==> config.mk <==
export PLATFORM = sky130hd
export DESIGN_NAME = tx_burst_gen
export DESIGN_NICKNAME = d
export VERILOG_FILES = /design/src/rtl/tx_pkg.sv /design/src/rtl/carrier_nco.sv /design/src/rtl/tx_burst_gen.sv
export SDC_FILE = /design/constraint.sdc
export NUM_CORES = 1
export LEC_CHECK = 0
export CELL_PAD_IN_SITES_DETAIL_PLACEMENT = 1
export CELL_PAD_IN_SITES_GLOBAL_PLACEMENT = 2
export CORE_MARGIN = 2
export CORE_UTILIZATION = 36
export CTS_CLUSTER_SIZE = 20
export DETAILED_ROUTE_END_ITERATION = 7
export PLACE_DENSITY = 0.87
export SLEW_MARGIN = 20
export SYNTH_ARGS = -nofsm -noshare
export SYNTH_HDL_FRONTEND = slang
export SYNTH_SLANG_ARGS = --single-unit
==> constraint.sdc <==
create_clock -name clk -period 4.16 [get_ports clk]
set_input_delay 1.04 -clock clk [delete_from_list [all_inputs] [get_ports clk]]
set_output_delay 1.04 -clock clk [all_outputs]
set_load 0.05 [all_outputs]
==> src/rtl/tx_pkg.sv <==
// Shared encodings and carrier timing helpers for the transmit burst generator.
package tx_pkg;

    localparam logic [1:0] FREQ_8M = 2'b11;
    localparam logic [1:0] FREQ_4M = 2'b10;
    localparam logic [1:0] FREQ_2M = 2'b01;

    typedef enum logic [1:0] {IDLE, TX, DELAY, GATE} state_t;

    // Half carrier period in clocks; code 00 falls back to 8 MHz.
    function automatic logic [5:0] half_period(input logic [1:0] freq_sel);
        case (freq_sel)
            FREQ_8M: half_period = 6'd4;
            FREQ_4M: half_period = 6'd8;
            FREQ_2M: half_period = 6'd16;
            default: half_period = 6'd4;
        endcase
    endfunction

endpackage

==> src/rtl/carrier_nco.sv <==
// Carrier period counter: free-runs while run is high and derives the
// 8-step quadrature rotation index from the position within the period.
module carrier_nco
    import tx_pkg::*;
(
    input  logic       clk,
    input  logic       reset,
    input  logic       run,
    input  logic [1:0] freqSel,
    output logic [4:0] cnt,
    output logic [2:0] phase,
    output logic       periodEnd
);

    logic [5:0] last;

    assign last      = (half_period(freqSel) << 1) - 6'd1;
    assign periodEnd = run && ({1'b0, cnt} == last);

    always_ff @(posedge clk or posedge reset) begin
        if (reset) begin
            cnt <= '0;
        end else if (!run || periodEnd) begin
            cnt <= '0;
        end else begin
            cnt <= cnt + 5'd1;
        end
    end

    // phase = cnt / (H/4), with H/4 = 1, 2 or 4
    always_comb begin
        case (freqSel)
            FREQ_4M: phase = cnt[3:1];
            FREQ_2M: phase = cnt[4:2];
            default: phase = cnt[2:0];
        endcase
    end

endmodule

==> src/rtl/tx_burst_gen.sv <==
// Pulser burst generator: TX burst, receive delay, then a phase-coherent
// receive gate for the I/Q demodulator. All outputs are registered.
module tx_burst_gen
    import tx_pkg::*;
#(
    parameter int unsigned CYC_W = 5,
    parameter int unsigned TIM_W = 16
) (
    input  logic             clk,
    input  logic             reset,
    input  logic             enable,
    input  logic [1:0]       freqSel,
    input  logic             start,
    input  logic [CYC_W-1:0] burstCycles,
    input  logic [TIM_W-1:0] rxDelay,
    input  logic [TIM_W-1:0] gateLength,
    output logic             busy,
    output logic             txP,
    output logic             txN,
    output logic             gate,
    output logic             demodReset,
    output logic [2:0]       phase,
    output logic             done
);

    state_t           state_q;
    logic [1:0]       freq_q;
    logic [CYC_W-1:0] cyc_q;
    logic [TIM_W-1:0] rxd_q;
    logic [TIM_W-1:0] gl_q;
    logic [TIM_W-1:0] dly_q;
    logic [TIM_W-1:0] gcnt_q;
    logic             fin_q;

    logic [4:0] cnt;
    logic [2:0] nco_phase;
    logic       period_end;
    logic [5:0] hp;
    logic [5:0] per;
    logic [5:0] cnt_ext;

    carrier_nco u_nco (
        .clk       (clk),
        .reset     (reset),
        .run       (state_q != IDLE),
        .freqSel   (freq_q),
        .cnt       (cnt),
        .phase     (nco_phase),
        .periodEnd (period_end)
    );

    assign hp      = half_period(freq_q);
    assign per     = hp << 1;
    assign cnt_ext = {1'b0, cnt};

    always_ff @(posedge clk or posedge reset) begin
        if (reset) begin
            state_q    <= IDLE;
            freq_q     <= '0;
            cyc_q      <= '0;
            rxd_q      <= '0;
            gl_q       <= '0;
            dly_q      <= '0;
            gcnt_q     <= '0;
            fin_q      <= 1'b0;
            busy       <= 1'b0;
            txP        <= 1'b0;
            txN        <= 1'b0;
            gate       <= 1'b0;
            demodReset <= 1'b0;
            phase      <= '0;
            done       <= 1'b0;
        end else if (state_q != IDLE && !enable) begin
            // Abort: outputs clear on the same edge, no done and no demodReset.
            state_q    <= IDLE;
            fin_q      <= 1'b0;
            busy       <= 1'b0;
            txP        <= 1'b0;
            txN        <= 1'b0;
            gate       <= 1'b0;
            demodReset <= 1'b0;
            phase      <= '0;
            done       <= 1'b0;
        end else begin
            busy       <= state_q != IDLE;
            txP        <= (state_q == TX) && (cnt_ext <= hp - 6'd2);
            txN        <= (state_q == TX) && (cnt_ext >= hp) && (cnt_ext <= per - 6'd2);
            gate       <= state_q == GATE;
            demodReset <= (state_q == DELAY) && (dly_q == TIM_W'(1));
            phase      <= (state_q != IDLE) ? nco_phase : 3'd0;
            done       <= (state_q == IDLE) && fin_q;
            fin_q      <= 1'b0;

            case (state_q)
                IDLE: begin
                    if (start && enable) begin
                        state_q <= TX;
                        freq_q  <= freqSel;
                        cyc_q   <= (burstCycles == '0) ? CYC_W'(1) : burstCycles;
                        rxd_q   <= (rxDelay == '0) ? TIM_W'(1) : rxDelay;
                        gl_q    <= gateLength;
                    end
                end
                TX: begin
                    if (period_end) begin
                        if (cyc_q == CYC_W'(1)) begin
                            state_q <= DELAY;
                            dly_q   <= rxd_q;
                        end else begin
                            cyc_q <= cyc_q - CYC_W'(1);
                        end
                    end
                end
                DELAY: begin
                    if (dly_q == TIM_W'(1)) begin
                        if (gl_q == '0) begin
                            state_q <= IDLE;
                            fin_q   <= 1'b1;
                        end else begin
                            state_q <= GATE;
                            gcnt_q  <= gl_q;
                        end
                    end else begin
                        dly_q <= dly_q - TIM_W'(1);
                    end
                end
                GATE: begin
                    if (gcnt_q == TIM_W'(1)) begin
                        state_q <= IDLE;
                        fin_q   <= 1'b1;
                    end else begin
                        gcnt_q <= gcnt_q - TIM_W'(1);
                    end
                end
                default: state_q <= IDLE;
            endcase
        end
    end

endmodule

[Yosys cells after proc, flatten, opt, wreduce, memory -nomap -nowiden]
Index checks and enable logic that the tools add are counted.
Word-level totals
  word-level logic and storage cells: 111
  bits of input ports: 43
  bits in registers: 88
  output and inout port bits: 9
Operators by class
  muxes and demuxes: 38
  equality and inequality tests: 22
  magnitude comparators: 3
  add/subtract/negate cells: 7
  reduce and logical (&&, ||, !) cells: 24
  bitwise operators: 1
Operators by type and width (number)
  16-bit two-way mux: 7
  16-bit case mux with 2 select lines: 2
  16-bit by 1-bit == test with 1-bit output, second input constant: 2
  16-bit logical NOT: 2
  16-bit by 1-bit subtractor with 16-bit output, second input constant: 2
  5-bit two-way mux: 5
  5-bit case mux with 2 select lines: 2
  5-bit AND reduction: 4
  3-bit by 2-bit inequality test with 1-bit output, second input constant: 5
  2-bit two-way mux: 7
  5-bit by 6-bit <= comparator with 1-bit output: 2
  6-bit by 2-bit subtractor with 6-bit output, second input constant: 2
  1-bit two-way mux: 10
  1-bit logical AND: 8
  2-bit by 1-bit inequality test with 1-bit output, second input constant: 4
  2-bit inequality test, second input constant: 4
  2-bit case mux with 4 select lines: 1
  2-bit nonzero test: 4
  2-bit == test, second input constant: 3
  5-bit by 6-bit == test with 1-bit output: 1
  5-bit by 6-bit >= comparator with 1-bit output: 1
  3-bit two-way mux: 2
  3-bit case mux with 2 select lines: 1
  6-bit by 1-bit subtractor with 6-bit output, second input constant: 1
  other kinds (11): 13

[Depth between registers and ports, before layout]
  depth in word-level cells: 8
  gate-level depth with buffers: 9
  depth with buffers taken out: 8

[Cells and area by module]
A second synthesis with hierarchy kept.
Second synthesis, totals
  cells, all modules: 515
  area total of the unflattened synthesis: 4932.2 µm²
Modules (own cells, without submodules)
  tx_burst_gen: cells an instance 469, times used 1, sequential area each 2077.0 µm², area an instance 4529.3 µm²
  carrier_nco: cells an instance 46, times used 1, sequential area each 125.1 µm², area an instance 402.9 µm²

[Worst setup path before layout]
No wires, ideal clock.
  path kind: register to register
  from: register freq_q[0]
  to: register dly_q[1]
  arrival time: 2.126 ns
  buffers on the path: 1
  setup time: 0.079 ns
  data required time: 4.081 ns
  stages on the path, launching flop included: 10
  clock period less this slack: 2.206 ns
  setup slack: 1.954 ns
  cells stage by stage: dfrtp_1 > inv_1 > ha_1 > ha_1 > nand3_1 > nor4_4 > a22o_4 > and2_4 > buf_6 > mux2i_1
Between the ends
  word-level cells in the longest chain between the ends: 7
  elaborated cells on any way between the ends: 8
  those cells by class: 1 x add/sub; 4 x eq/ne; 1 x mux; 2 x reduce/logical
RTL lines
  start, declared: RTL line tx_burst_gen.sv:27  | logic [1:0] freq_q;
  start signal, assigned: RTL line tx_burst_gen.sv:98  | freq_q <= freqSel;
  2-bit by 1-bit == test with 1-bit output or 2-bit == test (tied branches): RTL line tx_pkg.sv:12  | case (freq_sel)
  5-bit case mux with 2 select lines (*): RTL line tx_pkg.sv:12
  6-bit by 1-bit subtractor with 6-bit output (*): RTL line carrier_nco.sv:17  | assign last = (half_period(freqSel) << 1) - 6'd1;
  5-bit by 6-bit == test with 1-bit output (*): RTL line carrier_nco.sv:18  | assign periodEnd = run && ({1'b0, cnt} == last);
  1-bit logical AND (*): RTL line carrier_nco.sv:18
  2-bit by 1-bit inequality test with 1-bit output (no line) (*)
  5-bit AND reduction (no line) (*)
  end signal, assigned: RTL line tx_burst_gen.sv:108  | dly_q <= rxd_q;
  end signal, assigned: RTL line tx_burst_gen.sv:124  | dly_q <= dly_q - TIM_W'(1);
  end, declared: RTL line tx_burst_gen.sv:31  | logic [TIM_W-1:0] dly_q;
Mark *: on every way between the ends. The rest lies on a longest branch, timed or not.
A chain may end at the register's enable or synchronous reset.

[Worst setup path after layout]
  from: input port start
  to: register cyc_q[0]
Between the ends
  word-level cells in the longest chain between the ends: 3
RTL lines
  start, declared: RTL line tx_burst_gen.sv:13  | input logic start,
  1-bit logical AND: RTL line tx_burst_gen.sv:96  | if (start && enable) begin
  2-bit by 1-bit inequality test with 1-bit output (no line)
  5-bit AND reduction (no line)
  end signal, assigned: RTL line tx_burst_gen.sv:99  | cyc_q <= (burstCycles == '0) ? CYC_W'(1) : burstCycles;
  end signal, assigned: RTL line tx_burst_gen.sv:110  | cyc_q <= cyc_q - CYC_W'(1);
  end, declared: RTL line tx_burst_gen.sv:28  | logic [CYC_W-1:0] cyc_q;
Every way passes these cells.

==> flow_metrics.py <==
metrics = {
    "routing": {
        "finalWirelength_microns": 13580,
        "postRouteAntennaNets": 0,
        "drt-initial-drc-count": 205,
        "drtPass1Iterations": 4,
        "via_per_inst": 5.688,
        "num_vias": 4107,
        "routedWlPerCell_microns": 18.81,
        "drc": 0,
    },
    "power": {
        "p_leak_nw": 2.428,
        "p_total_mw": 2.651,
        "powerDensity_nw_per_um2": 448.4,
        "vdd_drop_max_v": 0.0002848,
    },
    "critical_path": {
        "r2r_start": "freq_q[0]",
        "critPathLaunch": "start",
        "crit_end": "cyc_q[0]",
        "crit_required_ns": 4.41,
        "arrival_ns": 2.98,
        "cp-end-kind": "flop",
        "crit_path_start_kind": "primary input",
        "rr_worst_depth": 8,
        "reg2reg_to": "dly_q[7]",
        "worst-setup-path-type": "primary input to flop",
        "crit_fanout": 26,
        "r2r_slack_ns": 1.47,
    },
    "worst_hold_path": {
        "hp-class": "flop to flop",
    },
    "grt": {
        "antenna_found_initial": 0,
        "grt_pass1_vias": 4433,
        "grt_max_degree": 47,
        "grt_pass1_wl_microns": 23070,
        "overflow": 0,
        "track_usage_pct": 19.99,
    },
    "floorplanning": {
        "core_region_area_sq_um": 13350,
        "die_h_microns": 121.3,
        "num_rows": 42,
        "pin_count": 52,
        "die_w_microns": 121.3,
        "initial_core_util_pct": 37.09,
        "die_area_sq_um": 14710,
    },
    "placed_design": {
        "post-place-ws_ns": 1.065,
        "place_hpwl_microns": 9526,
        "numPortBuffers": 51,
        "place.gp.congestion": 0.8543,
    },
    "timing": {
        "tightestPinTransition_ns": 0.8858,
        "final-max-slew-violation-count": 0,
        "final_hold_viol_count": 0,
        "max_freq_mhz": 367.3,
        "min_period_ns": 2.722,
        "finalCritPeriodShare_pct": 65.44,
        "fin_skew_ns": 0.006138,
        "grt_setup_unrepaired": "no",
        "setup_violations": 0,
        "relSlewSlack_pct": 40.81,
        "worst_slack_ns": 1.438,
        "setup_tns_ns": 0,
    },
    "clocking": {
        "cts_root_buffer": "clkbuf_16",
        "cts_setup_buffers": 0,
        "tritoncts": "done",
        "ctsLongestPathBuffers": 2,
        "clk_latency_ns": 0.35,
        "ctsHoldBuffers": 0,
        "cts.repair.resized": 0,
        "cts_num_sinks": 88,
        "cts_made_buffers": 9,
        "path_clk_slew_ns": 0.06,
        "h-tree-depth": 3,
    },
    "logic_synthesis": {
        "synth_seq_cells": 88,
        "syn_area_sq_um": 4951,
        "yosysSeqAreaShare_pct": 44.48,
        "ys_async_sr_fraction_pct": 100.0,
        "synth_edf_count": 0,
        "synth_fp_nets": 567,
        "synth_area_per_cell_sq_um": 9.863,
        "synth_cell_types": 60,
        "synthCells": 502,
        "synth_flop_cell": "dfrtp_1",
        "yosys_warnings": 0,
    },
    "final_layout": {
        "layout-drive-gt1-share_pct": 13.19,
        "final_cell_mix": "dfrtp_1, clkdlybuf4s50_1, nor2_1",
        "area_growth_pct": 19.43,
        "final_common_cell": "dfrtp_1",
        "n_antenna_cell": 0,
        "final_net_count": 606,
    },
    "run_status": {
        "status": "finished, final reports clean",
    },
    "flow_run": {
        "cap_violations": 0,
    },
}
registers in the layout (all words and copies together) (netlist names), 2 cells and up:
| register | flops |
|---|---|
| rxd_q | 16 |
| state_q | 2 |
| gcnt_q | 16 |
| cyc_q | 5 |
| dly_q | 16 |
| u_nco.cnt | 5 |
| freq_q | 2 |
| gl_q | 16 |
| phase | 3 |
Yosys cell counts, drive strengths merged (2+ instances only):
cell type,n,share of area (%)
and2,7,0.94
buf,12,1.7
nor4,23,4.1
and4,3,0.53
and3,3,0.38
a21boi,2,0.30
nand2b,4,0.51
nor2,43,3.3
a21o,2,0.30
a211oi,6,0.91
dfrtp,88,44
o21a,3,0.45
nor3b,4,0.61
a32oi,2,0.35
a22oi,9,1.4
xor2,3,0.53
or3,2,0.25
o21ai,55,5.6
mux2i,3,0.61
nand3,9,0.91
or4,4,0.61
clkbuf,17,1.3
mux2,31,7.1
a21oi,29,3.0
o31ai,5,0.76
or2,3,0.38
o22a,8,1.4
a41oi,2,0.35
ha,22,5.6
nor3,23,2.5
o22ai,4,0.51
nor4b,3,0.66
inv,21,1.6
a31oi,12,1.5
nor2b,3,0.38
nand2,16,1.2
nand4,4,0.63
area by class of cell:
| cell class | instances | area (sq um) |
|---|---|---|
| fillers | 1507 | 7435 |
| multi-input cells | 364 | 2521 |
| flip-flops and latches | 88 | 2202 |
| repair buffers | 57 | 568.0 |
| clock buffers | 10 | 239.0 |
| well taps | 176 | 220.2 |
| clock inverters | 6 | 82.58 |
| inverters | 21 | 80.08 |
worst max-delay path, cell delays in order:
cell and delay [ns]:
clkdlybuf4s50_1 0.46, and3_1 0.21, buf_4 0.23, a41oi_1 0.70, nor3_1 0.10, a211oi_1 0.23
where the power goes:
group,total (mW),internal (mW),switching (mW)
registers,1.17,1.00,0.163
clock network,0.883,0.539,0.344
logic,0.602,0.277,0.325
stage by stage:
step / hold slack (ns) / util (%) / cell area (sq um) / instances
2_1_floorplan: 0.4277 / - / 4951 / 502
3_3_place_gp: 0.4922 / 41.89 / 5592 / 706
3_5_place_dp: 0.4930 / 41.89 / 5592 / 706
4_1_cts: 0.5071 / 44.30 / 5913 / 722
5_1_grt: 0.5297 / 44.30 / 5913 / 722
6_report: 0.5065 / 44.30 / 5913 / 722
how the worst min path moves through the flow:
stage | slack [ns] | start | cells after the start | to
final | 0.51 | fin_q | 1 | done
after global routing | 0.53 | rxd_q[8] | 1 | rxd_q[8]
after CTS | 0.51 | fin_q | 1 | done
after detailed placement | 0.49 | fin_q | 1 | done
after global placement | 0.49 | rxd_q[12] | 1 | rxd_q[12]
after floorplan | 0.43 | fin_q | 1 | done
metal layers:
layer | vias to the layer above | wire length (microns) | share of wire (%) | global-route usage, %
met3 | 11 | 510 | 3.8 | 4.605
li1 | 1942 | - | - | -
met5 | - | 0 | 0 | 0
met2 | 66 | 6776 | 50 | 34.16
met1 | 2088 | 6136 | 45 | 25.81
met4 | 0 | 157 | 1.2 | 4.454
kinds of logic after synthesis:
family          count (synthesis)  synth area share [%]
mux                            34                 7.657
flops                          88                 44.48
xor+xnor                        4                0.7077
buf+inv                        50                 4.599
fa+ha+maj                      22                 5.560
compound gates                146                 18.32
simple gates                  158                 18.68
Note: power is estimated with default switching activity, not from simulation.
